==> src/rtl/prog_loader_if.sv <==
// prog_loader_if -- byte-stream input and imem write port of the program loader.
//
// Signals:
//   in_valid / in_data / in_ready : byte stream from the host (valid/ready handshake)
//   imem_we / imem_addr / imem_wdata : word write port towards instruction memory
//
// Modports:
//   master : host / bench side (drives the byte stream, observes the imem port)
//   slave  : the loader itself
interface prog_loader_if #(
    parameter int ADDR_W = 10
);
    logic              in_valid;
    logic [7:0]        in_data;
    logic              in_ready;
    logic              imem_we;
    logic [ADDR_W-1:0] imem_addr;
    logic [31:0]       imem_wdata;

    modport master (
        output in_valid,
        output in_data,
        input  in_ready,
        input  imem_we,
        input  imem_addr,
        input  imem_wdata
    );

    modport slave (
        input  in_valid,
        input  in_data,
        output in_ready,
        output imem_we,
        output imem_addr,
        output imem_wdata
    );
endinterface

==> src/rtl/prog_loader.sv <==
// prog_loader -- receives a program as a byte stream and writes it word by word
// into instruction memory, holding the core in reset until the load completes.
//
// Stream: count[7:0], count[15:8], then count little-endian 32-bit words.
// Optional build macro LOADER_CKSUM_EN adds a trailing checksum byte that must
// equal the XOR of every preceding byte of the stream.
//
// Ports:
//   clk          : system clock
//   reset        : asynchronous, active-low reset
//   bus          : prog_loader_if.slave (byte stream in, imem write port out)
//   core_reset   : active-high reset to the processor, released after the load
//   busy         : load in progress (header, data and checksum phases)
//   done         : load complete and core released (sticky until reset)
//   error        : load aborted (sticky until reset)
//   words_loaded : number of words written so far
module prog_loader #(
    parameter int ADDR_W      = 10,
    parameter int DEPTH       = 1024,
    parameter int HOLD_CYCLES = 4
) (
    input  logic              clk,
    input  logic              reset,
    prog_loader_if.slave      bus,
    output logic              core_reset,
    output logic              busy,
    output logic              done,
    output logic              error,
    output logic [ADDR_W:0]   words_loaded
);

    localparam int             HOLD_W    = (HOLD_CYCLES > 1) ? $clog2(HOLD_CYCLES) : 1;
    localparam logic [HOLD_W-1:0] HOLD_LAST = HOLD_W'(HOLD_CYCLES - 1);
    localparam logic [16:0]    DEPTH_L   = 17'(DEPTH);

    typedef enum logic [2:0] {
        S_HDR0,
        S_HDR1,
        S_DATA,
`ifdef LOADER_CKSUM_EN
        S_CKSUM,
`endif
        S_RELEASE,
        S_RUN,
        S_ERROR
    } state_t;

    state_t              state_q, state_d;
    logic [15:0]         count_q, count_d;
    logic [1:0]          idx_q, idx_d;
    logic [23:0]         buf_q, buf_d;
    logic [ADDR_W:0]     words_q, words_d;
    logic [HOLD_W-1:0]   hold_q, hold_d;
    logic                we_q, we_d;
    logic [ADDR_W-1:0]   addr_q, addr_d;
    logic [31:0]         wdata_q, wdata_d;
`ifdef LOADER_CKSUM_EN
    logic [7:0]          xor_q, xor_d;
`endif

    logic                ready_st;
    logic                busy_st;
    logic                take;
    logic [15:0]         hdr;
    logic                last_word;

    // Full 16-bit count as it stands once the high header byte is taken.
    assign hdr       = {bus.in_data, count_q[7:0]};
    assign last_word = (17'(words_q) + 17'd1) == {1'b0, count_q};
    assign take      = bus.in_valid & ready_st;

    // ---- next-state / datapath ----
    always_comb begin
        state_d  = state_q;
        count_d  = count_q;
        idx_d    = idx_q;
        buf_d    = buf_q;
        words_d  = words_q;
        hold_d   = hold_q;
        we_d     = 1'b0;
        addr_d   = addr_q;
        wdata_d  = wdata_q;
`ifdef LOADER_CKSUM_EN
        xor_d    = xor_q;
`endif
        ready_st = 1'b0;
        busy_st  = 1'b0;

        case (state_q)
            S_HDR0: begin
                ready_st = 1'b1;
                busy_st  = 1'b1;
                if (take) begin
                    count_d[7:0] = bus.in_data;
`ifdef LOADER_CKSUM_EN
                    xor_d        = bus.in_data;
`endif
                    state_d      = S_HDR1;
                end
            end

            S_HDR1: begin
                ready_st = 1'b1;
                busy_st  = 1'b1;
                if (take) begin
                    count_d = hdr;
                    idx_d   = 2'd0;
                    hold_d  = '0;
`ifdef LOADER_CKSUM_EN
                    xor_d   = xor_q ^ bus.in_data;
`endif
                    if (hdr == 16'd0) begin
`ifdef LOADER_CKSUM_EN
                        state_d = S_CKSUM;
`else
                        state_d = S_RELEASE;
`endif
                    end else if ({1'b0, hdr} > DEPTH_L) begin
                        state_d = S_ERROR;
                    end else begin
                        state_d = S_DATA;
                    end
                end
            end

            S_DATA: begin
                ready_st = 1'b1;
                busy_st  = 1'b1;
                if (take) begin
`ifdef LOADER_CKSUM_EN
                    xor_d = xor_q ^ bus.in_data;
`endif
                    idx_d = idx_q + 2'd1;
                    case (idx_q)
                        2'd0: buf_d[7:0]   = bus.in_data;
                        2'd1: buf_d[15:8]  = bus.in_data;
                        2'd2: buf_d[23:16] = bus.in_data;
                        default: begin
                            // Word address equals the number of words already written.
                            we_d    = 1'b1;
                            addr_d  = words_q[ADDR_W-1:0];
                            wdata_d = {bus.in_data, buf_q};
                            words_d = words_q + (ADDR_W+1)'(1);
                            if (last_word) begin
                                hold_d = '0;
`ifdef LOADER_CKSUM_EN
                                state_d = S_CKSUM;
`else
                                state_d = S_RELEASE;
`endif
                            end
                        end
                    endcase
                end
            end

`ifdef LOADER_CKSUM_EN
            S_CKSUM: begin
                ready_st = 1'b1;
                busy_st  = 1'b1;
                if (take) begin
                    hold_d  = '0;
                    state_d = (bus.in_data == xor_q) ? S_RELEASE : S_ERROR;
                end
            end
`endif

            S_RELEASE: begin
                // Last edge of the hold window moves to RUN, dropping core_reset.
                if (hold_q == HOLD_LAST) begin
                    state_d = S_RUN;
                end else begin
                    hold_d = hold_q + HOLD_W'(1);
                end
            end

            S_RUN:   ;
            S_ERROR: ;

            default: state_d = S_ERROR;
        endcase
    end

    // ---- state registers ----
    always_ff @(posedge clk or negedge reset) begin
        if (!reset) begin
            state_q <= S_HDR0;
            count_q <= '0;
            idx_q   <= '0;
            buf_q   <= '0;
            words_q <= '0;
            hold_q  <= '0;
            we_q    <= 1'b0;
            addr_q  <= '0;
            wdata_q <= '0;
`ifdef LOADER_CKSUM_EN
            xor_q   <= '0;
`endif
        end else begin
            state_q <= state_d;
            count_q <= count_d;
            idx_q   <= idx_d;
            buf_q   <= buf_d;
            words_q <= words_d;
            hold_q  <= hold_d;
            we_q    <= we_d;
            addr_q  <= addr_d;
            wdata_q <= wdata_d;
`ifdef LOADER_CKSUM_EN
            xor_q   <= xor_d;
`endif
        end
    end

    // The FSM rests in HDR0 while reset is low, so handshake and busy are
    // gated by reset to keep them low during reset.
    assign bus.in_ready   = reset & ready_st;
    assign busy           = reset & busy_st;
    assign bus.imem_we    = we_q;
    assign bus.imem_addr  = addr_q;
    assign bus.imem_wdata = wdata_q;
    assign core_reset     = (state_q != S_RUN);
    assign done           = (state_q == S_RUN);
    assign error          = (state_q == S_ERROR);
    assign words_loaded   = words_q;

endmodule

==> src/flat_wrapper.sv <==
// flat-port wrapper written by rule: the top's interface ports become plain ports
module prog_loader_flat 
#(
    parameter int ADDR_W      = 10,
    parameter int DEPTH       = 1024,
    parameter int HOLD_CYCLES = 4
)
  (clk, reset, core_reset, busy, done, error, words_loaded, bus_in_valid, bus_in_data, bus_in_ready, bus_imem_we, bus_imem_addr, bus_imem_wdata);
  prog_loader_if #(.ADDR_W(ADDR_W)) bus_i ();
  input  logic clk;
  input  logic reset;
  output logic core_reset;
  output logic busy;
  output logic done;
  output logic error;
  output logic [ADDR_W:0] words_loaded;
  input wire logic [$bits(bus_i.in_valid)-1:0] bus_in_valid;
  input wire logic [$bits(bus_i.in_data)-1:0] bus_in_data;
  output wire logic [$bits(bus_i.in_ready)-1:0] bus_in_ready;
  output wire logic [$bits(bus_i.imem_we)-1:0] bus_imem_we;
  output wire logic [$bits(bus_i.imem_addr)-1:0] bus_imem_addr;
  output wire logic [$bits(bus_i.imem_wdata)-1:0] bus_imem_wdata;
  assign bus_i.in_valid = bus_in_valid;
  assign bus_i.in_data = bus_in_data;
  assign bus_in_ready = bus_i.in_ready;
  assign bus_imem_we = bus_i.imem_we;
  assign bus_imem_addr = bus_i.imem_addr;
  assign bus_imem_wdata = bus_i.imem_wdata;
  prog_loader #(.ADDR_W(ADDR_W), .DEPTH(DEPTH), .HOLD_CYCLES(HOLD_CYCLES)) u_core (.clk(clk), .reset(reset), .bus(bus_i), .core_reset(core_reset), .busy(busy), .done(done), .error(error), .words_loaded(words_loaded));
endmodule
==> config.mk <==
export PLATFORM = sky130hd
export DESIGN_NAME = prog_loader_flat
export DESIGN_NICKNAME = d
export VERILOG_FILES = /design/src/rtl/prog_loader_if.sv /design/src/rtl/prog_loader.sv /design/src/flat_wrapper.sv
export SDC_FILE = /design/constraint.sdc
export NUM_CORES = 1
export LEC_CHECK = 0
export ABC_AREA = 0
export ABC_CLOCK_PERIOD_IN_PS = 2800
export CORE_MARGIN = 2
export CORE_UTILIZATION = 53
export DETAILED_ROUTE_END_ITERATION = 10
export DONT_BUFFER_PORTS = 1
export PLACE_DENSITY = 0.68
export SLEW_MARGIN = 0
export SYNTH_ARGS = -nofsm -noshare
export SYNTH_HDL_FRONTEND = slang
export SYNTH_SLANG_ARGS = --single-unit
==> constraint.sdc <==
create_clock -name clk -period 2.8 [get_ports clk]
set_clock_uncertainty 0.05 [all_clocks]
set_input_delay 0.56 -clock clk [delete_from_list [all_inputs] [get_ports clk]]
set_output_delay 0.56 -clock clk [all_outputs]
set_load 0.02 [all_outputs]
### Word-level counts from Yosys, hierarchy flattened

Index checks and enable logic that the tools add are counted.

* $add $sub $neg: 4
* magnitude comparators: 1
* equality and inequality tests: 17
* mux-type cells: 23
* bitwise operators: 5
* reductions and logical operators: 17

Operators with widths (number)
* 3-bit two-way mux: 8
* 3-bit AND reduction: 6
* 17-bit by 16-bit equality test with 1-bit output: 1
* 16-bit by 11-bit greater-than comparator with 1-bit output, second input constant: 1
* 16-bit logical NOT: 1
* 8-bit case mux with 2 select lines: 1
* 3-bit case mux with 5 select lines: 1
* 11-bit by 1-bit adder with 12-bit output, second input constant: 1
* 2-bit two-way mux: 6
* 11-bit by 1-bit adder with 11-bit output, second input constant: 1
* 2-bit by 1-bit inequality test with 1-bit output, second input constant: 5
* 8-bit two-way mux: 1
* 7-bit AND reduction: 1
* 3-bit by 2-bit equality test with 1-bit output, second input constant: 2
* 3-bit equality test, second input constant: 2
* 2-bit case mux with 3 select lines: 1
* 6-bit AND reduction: 1
* 3-bit OR reduction: 2
* 2-bit by 1-bit adder with 2-bit output, second input constant: 2
* 2-bit equality test, second input constant: 2
* 1-bit two-way mux: 4
* 2-bit inequality test, second input constant: 2
* 2-bit case mux with 2 select lines: 1
* 3-bit by 1-bit equality test with 1-bit output, second input constant: 1
* 10 further kinds: 13

* register bits after elaboration: 101
* bits of input ports: 11
* output and inout port bits: 59
* word-level logic and storage cells: 79

### Logic depth before layout (Yosys ltp)

* word-level depth: 6
* mapped depth: 9
* mapped depth without buffers: 7

### Worst setup path after synthesis

OpenSTA, ideal clock, no wires.

* path kind: register to register
* start point: register u_core.words_q[1] (netlist: u_core.words_loaded[1])
* end point: register u_core.hold_q[0]
* arrival time: 2.332 ns
* path slack: 0.272 ns
* stages on the path, launching flop included: 7
* period minus slack after synthesis: 2.528 ns
* path through: dfrtp_1 ha_1 nand2_2 or4b_1 a2111o_1 a2111oi_2 o221ai_1

* longest elaborated chain between the ends: 4

Ends and longest elaborated chain
* start: declaration: RTL line prog_loader.sv:52 `logic [ADDR_W:0] words_q, words_d;`
* start signal: assignment: RTL line prog_loader.sv:204 `words_q <= words_d;`
* 11-bit by 1-bit adder with 12-bit output: RTL line prog_loader.sv:69 `assign last_word = (17'(words_q) + 17'd1) == {1'b0, count_q};`
* 17-bit by 16-bit equality test with 1-bit output: RTL line prog_loader.sv:69
* 2-bit by 1-bit inequality test with 1-bit output (no line)
* 6-bit AND reduction (no line)
* end signal: assignment: RTL line prog_loader.sv:205 `hold_q <= hold_d;`
* end: declaration: RTL line prog_loader.sv:53 `logic [HOLD_W-1:0] hold_q, hold_d;`

No other way between the ends.
A chain may end at the register's enable or synchronous reset.

### Final worst setup path

* start point: register u_core.words_q[0] (netlist: u_core.words_loaded[0])
* end point: register u_core.hold_q[1]

Same word-level chain as after synthesis.

==> flow_summary.yaml <==
power_and_ir_drop:
  power.density_nw_per_um2: 529.1
  power_frac_clock_pct: 34.2
  switching_share_pct: 23.98
  combPwrFrac_pct: 5.0
  peakVddDrop_uv: 250.4
  p_leak_uw: 0.002421
  p_int_uw: 1933
  switching_power_uw: 609.8
  power_uw: 2543
  seqPwrFrac_pct: 60.8
clock_network:
  cts.clk_slew.worst_paths_ps: 100
  clk_latency_ps: 360
  cts_resized: 0
  h-tree-depth: 3
  cts-buffers-inserted: 9
  cts_buffer_depth: 2
  tritoncts: "done"
  cts.sinks: 101
  cts_setup_buffers: 0
  root_buffer: "clkbuf_8"
sta:
  rsz0062_at_grt: "no"
  finalHoldViolCount: 101
  tightest_slew_ps: 733.6
  min_period_ps: 2587
  period_share_pct: 92.39
  holdWs_ps: -180.6
  slew_headroom_pct: 50.88
  max_freq_ghz: 0.3866
  final_max_slew_viol_count: 0
  finalSetupViolCount: 0
  finalSetupTns_ps: 0
floorplan:
  core_area_um2: 8175
  ioPinCount: 70
  dieArea_um2: 9156
  start_util_pct: 54.50
  die_w_um: 95.69
  num_rows: 33
  die_y_um: 95.69
logic_synthesis:
  synth_nets: 447
  synthXorXnorAreaFrac_pct: 4.521
  avgSynthCellArea_um2: 10.36
  synth.mux.area_fraction_pct: 9.857
  netlist_instances: 430
  synth-seq-cells: 101
  yosys.area_share.simple_pct: 19.83
  synth_top_family_by_area: "simple AND/OR/NAND/NOR gates"
  synth-async-reset-ratio_pct: 100.0
  synth_cell_types: 43
  synth_edf_count: 0
  ys_warn_count: 0
  seq_area_frac_synth_pct: 56.73
  synth_compound_area_share_pct: 4.858
  syn_area_um2: 4456
  synthFlopType: "dfrtp_1"
  synthAdderAreaFrac_pct: 1.685
layout:
  layout.nets: 452
  area_growth_pct: 7.863
  final_common_cell: "nand2_1"
  layout-drive-gt1-share_pct: 17.73
  final_cell_mix: "nand2_1, dfrtp_1, mux2_2"
  num_antenna_cells: 0
  fin_util_pct: 58.78
worst_setup_path:
  critical_path.cell_chain: "ha_1 -> nand2_2 -> or4b_1 -> a2111o_1 -> a2111oi_2 -> o221ai_1"
  arrival_ps: 2750
  worstRegToRegCells: 6
  crit_path_start: "u_core.words_loaded[0]$_DFFE_PN0P_"
  r2r_end: "u_core.hold_q[1]$_DFFE_PN0P_"
  cpPeakStageDelay_ps: 520
  worst_setup_path_end_kind: "flop"
  crit_path_top_delay_cell: "or4b_1"
  critPathLaunchType: "flop"
  r2r_slack_ps: 210
  required_ps: 2970
  critical_path_class: "reg2reg"
  r2r-start: "u_core.words_loaded[0]$_DFFE_PN0P_"
  cp_max_fo: 9
outcome:
  violations: "hold timing"
  status: "complete, but fails checks"
grt:
  grt_pass1_wl_mm: 14.80
  grt_use_met3_pct: 3.320
  use_met2_pct: 33.97
  grt.total_usage_pct: 21.30
  busiest_layer: "met2"
  use_met1_pct: 29.80
  overflow: 0
  grt_start_max_net_pins: 103
  antenna_found_initial: 0
  first_global_vias: 2953
place:
  hpwl_mm: 6.109
  portBuffers: 0
  gp_congestion: 0.8661
routing:
  vias_per_cell: 5.539
  drtIter0Drc: 219
  drc_errors: 0
  postRouteAntennaNets: 0
  drtPass1Iterations: 4
  num_vias: 3019
  wl_per_cell_um: 16.83
  finalWirelength_mm: 9.173
hold_path:
  hold_class: "in2async"
job:
  maxCapViolCount: 0
[Yosys cell counts (all sizes together) (2+ instances only)]
library cell	n	area, µm²
a2111o	2	22.52
a21o	3	22.52
a21oi	5	25.02
a311oi	2	17.52
and4b	2	20.02
buf	6	28.78
clkbuf	17	65.06
dfrtp	101	2527
ha	6	75.07
inv	5	18.76
mux2	39	439.2
nand2	153	576.8
nand2b	2	12.51
nand3	5	25.02
nand4	5	31.28
nor2	7	26.28
nor2b	4	25.02
nor3	8	40.04
nor3b	3	27.52
nor4	4	25.02
o21ai	9	45.04
o221ai	3	26.28
or3	4	25.02
xnor2	15	131.4
xor2	8	70.07
[power by group through the flow]
stage	Combinational (µW)	Sequential, µW	Clock, µW
finish	127	1550	870
global route	142	1550	954
CTS	127	1550	893
detailed placement	125	1580	0
global placement	119	1570	0
floorplan	112	1560	0
[critical path: cells and delay by family (launching register included)]
| kind | cells | cell delay (ps) |
|---|---|---|
| AND/OR/NAND/NOR | 2 | 680 |
| flip-flops | 1 | 360 |
| AO/OA/AOI/OAI | 3 | 1070 |
| adder cells (fa/ha/maj) | 1 | 290 |
[stage by stage]
stage	setup slack (ps)	std cells	hold slack, ps	area (µm²)
final	213.1	545	-180.6	4806
after global routing	34.87	545	-191.5	4806
after CTS	198.3	545	-186.8	4806
after detailed placement	225.7	529	216.2	4623
after global placement	305.2	529	217.1	4623
after floorplan	271.7	430	214.4	4456
[metal layers]
metal / wire (µm) / part of all wire (%)
met1: 4209 / 46
met2: 4372 / 48
met3: 471 / 5.1
met4: 121 / 1.3
met5: 0 / 0
[worst max path at each step]
stage                                    to  slack [ps]
2_1_floorplan  u_core.hold_q[0]$_DFFE_PN0P_         270
6_report       u_core.hold_q[1]$_DFFE_PN0P_         210
5_1_grt        u_core.hold_q[1]$_DFFE_PN0P_          30
4_1_cts        u_core.hold_q[1]$_DFFE_PN0P_         200
3_3_place_gp   u_core.hold_q[0]$_DFFE_PN0P_         310
3_5_place_dp   u_core.hold_q[1]$_DFFE_PN0P_         230
[layout make-up]
type,count,area (µm²)
tap,105,131.4
sequential,101,2527
clock buffer,11,141.4
inverter,5,18.77
timing repair buffer,17,127.6
fill,702,3369
clock inverter,5,41.29
multi-input combinational,301,1818
[flip-flops by register name, summed over array words and instances (netlist names)]
name and cells:
u_core.buf_q 24, u_core.bus.imem_addr 10, u_core.bus.imem_wdata 32, u_core.bus.imem_we 1
u_core.count_q 16, u_core.hold_q 2, u_core.idx_q 2, u_core.state_q 3
u_core.words_loaded 11
[logic make-up (layout without fill, tap and decap cells)]
family | after synthesis | after routing
AOI/OAI and AO/OA | 30 | 30
xor gates and xnor gates | 23 | 23
adders and majority gates | 6 | 6
buffers and inverters | 28 | 38
DFF | 101 | 101
muxes | 39 | 39
and+or+nand+nor | 203 | 203
No activity file was read; power rests on OpenSTA's default activity.
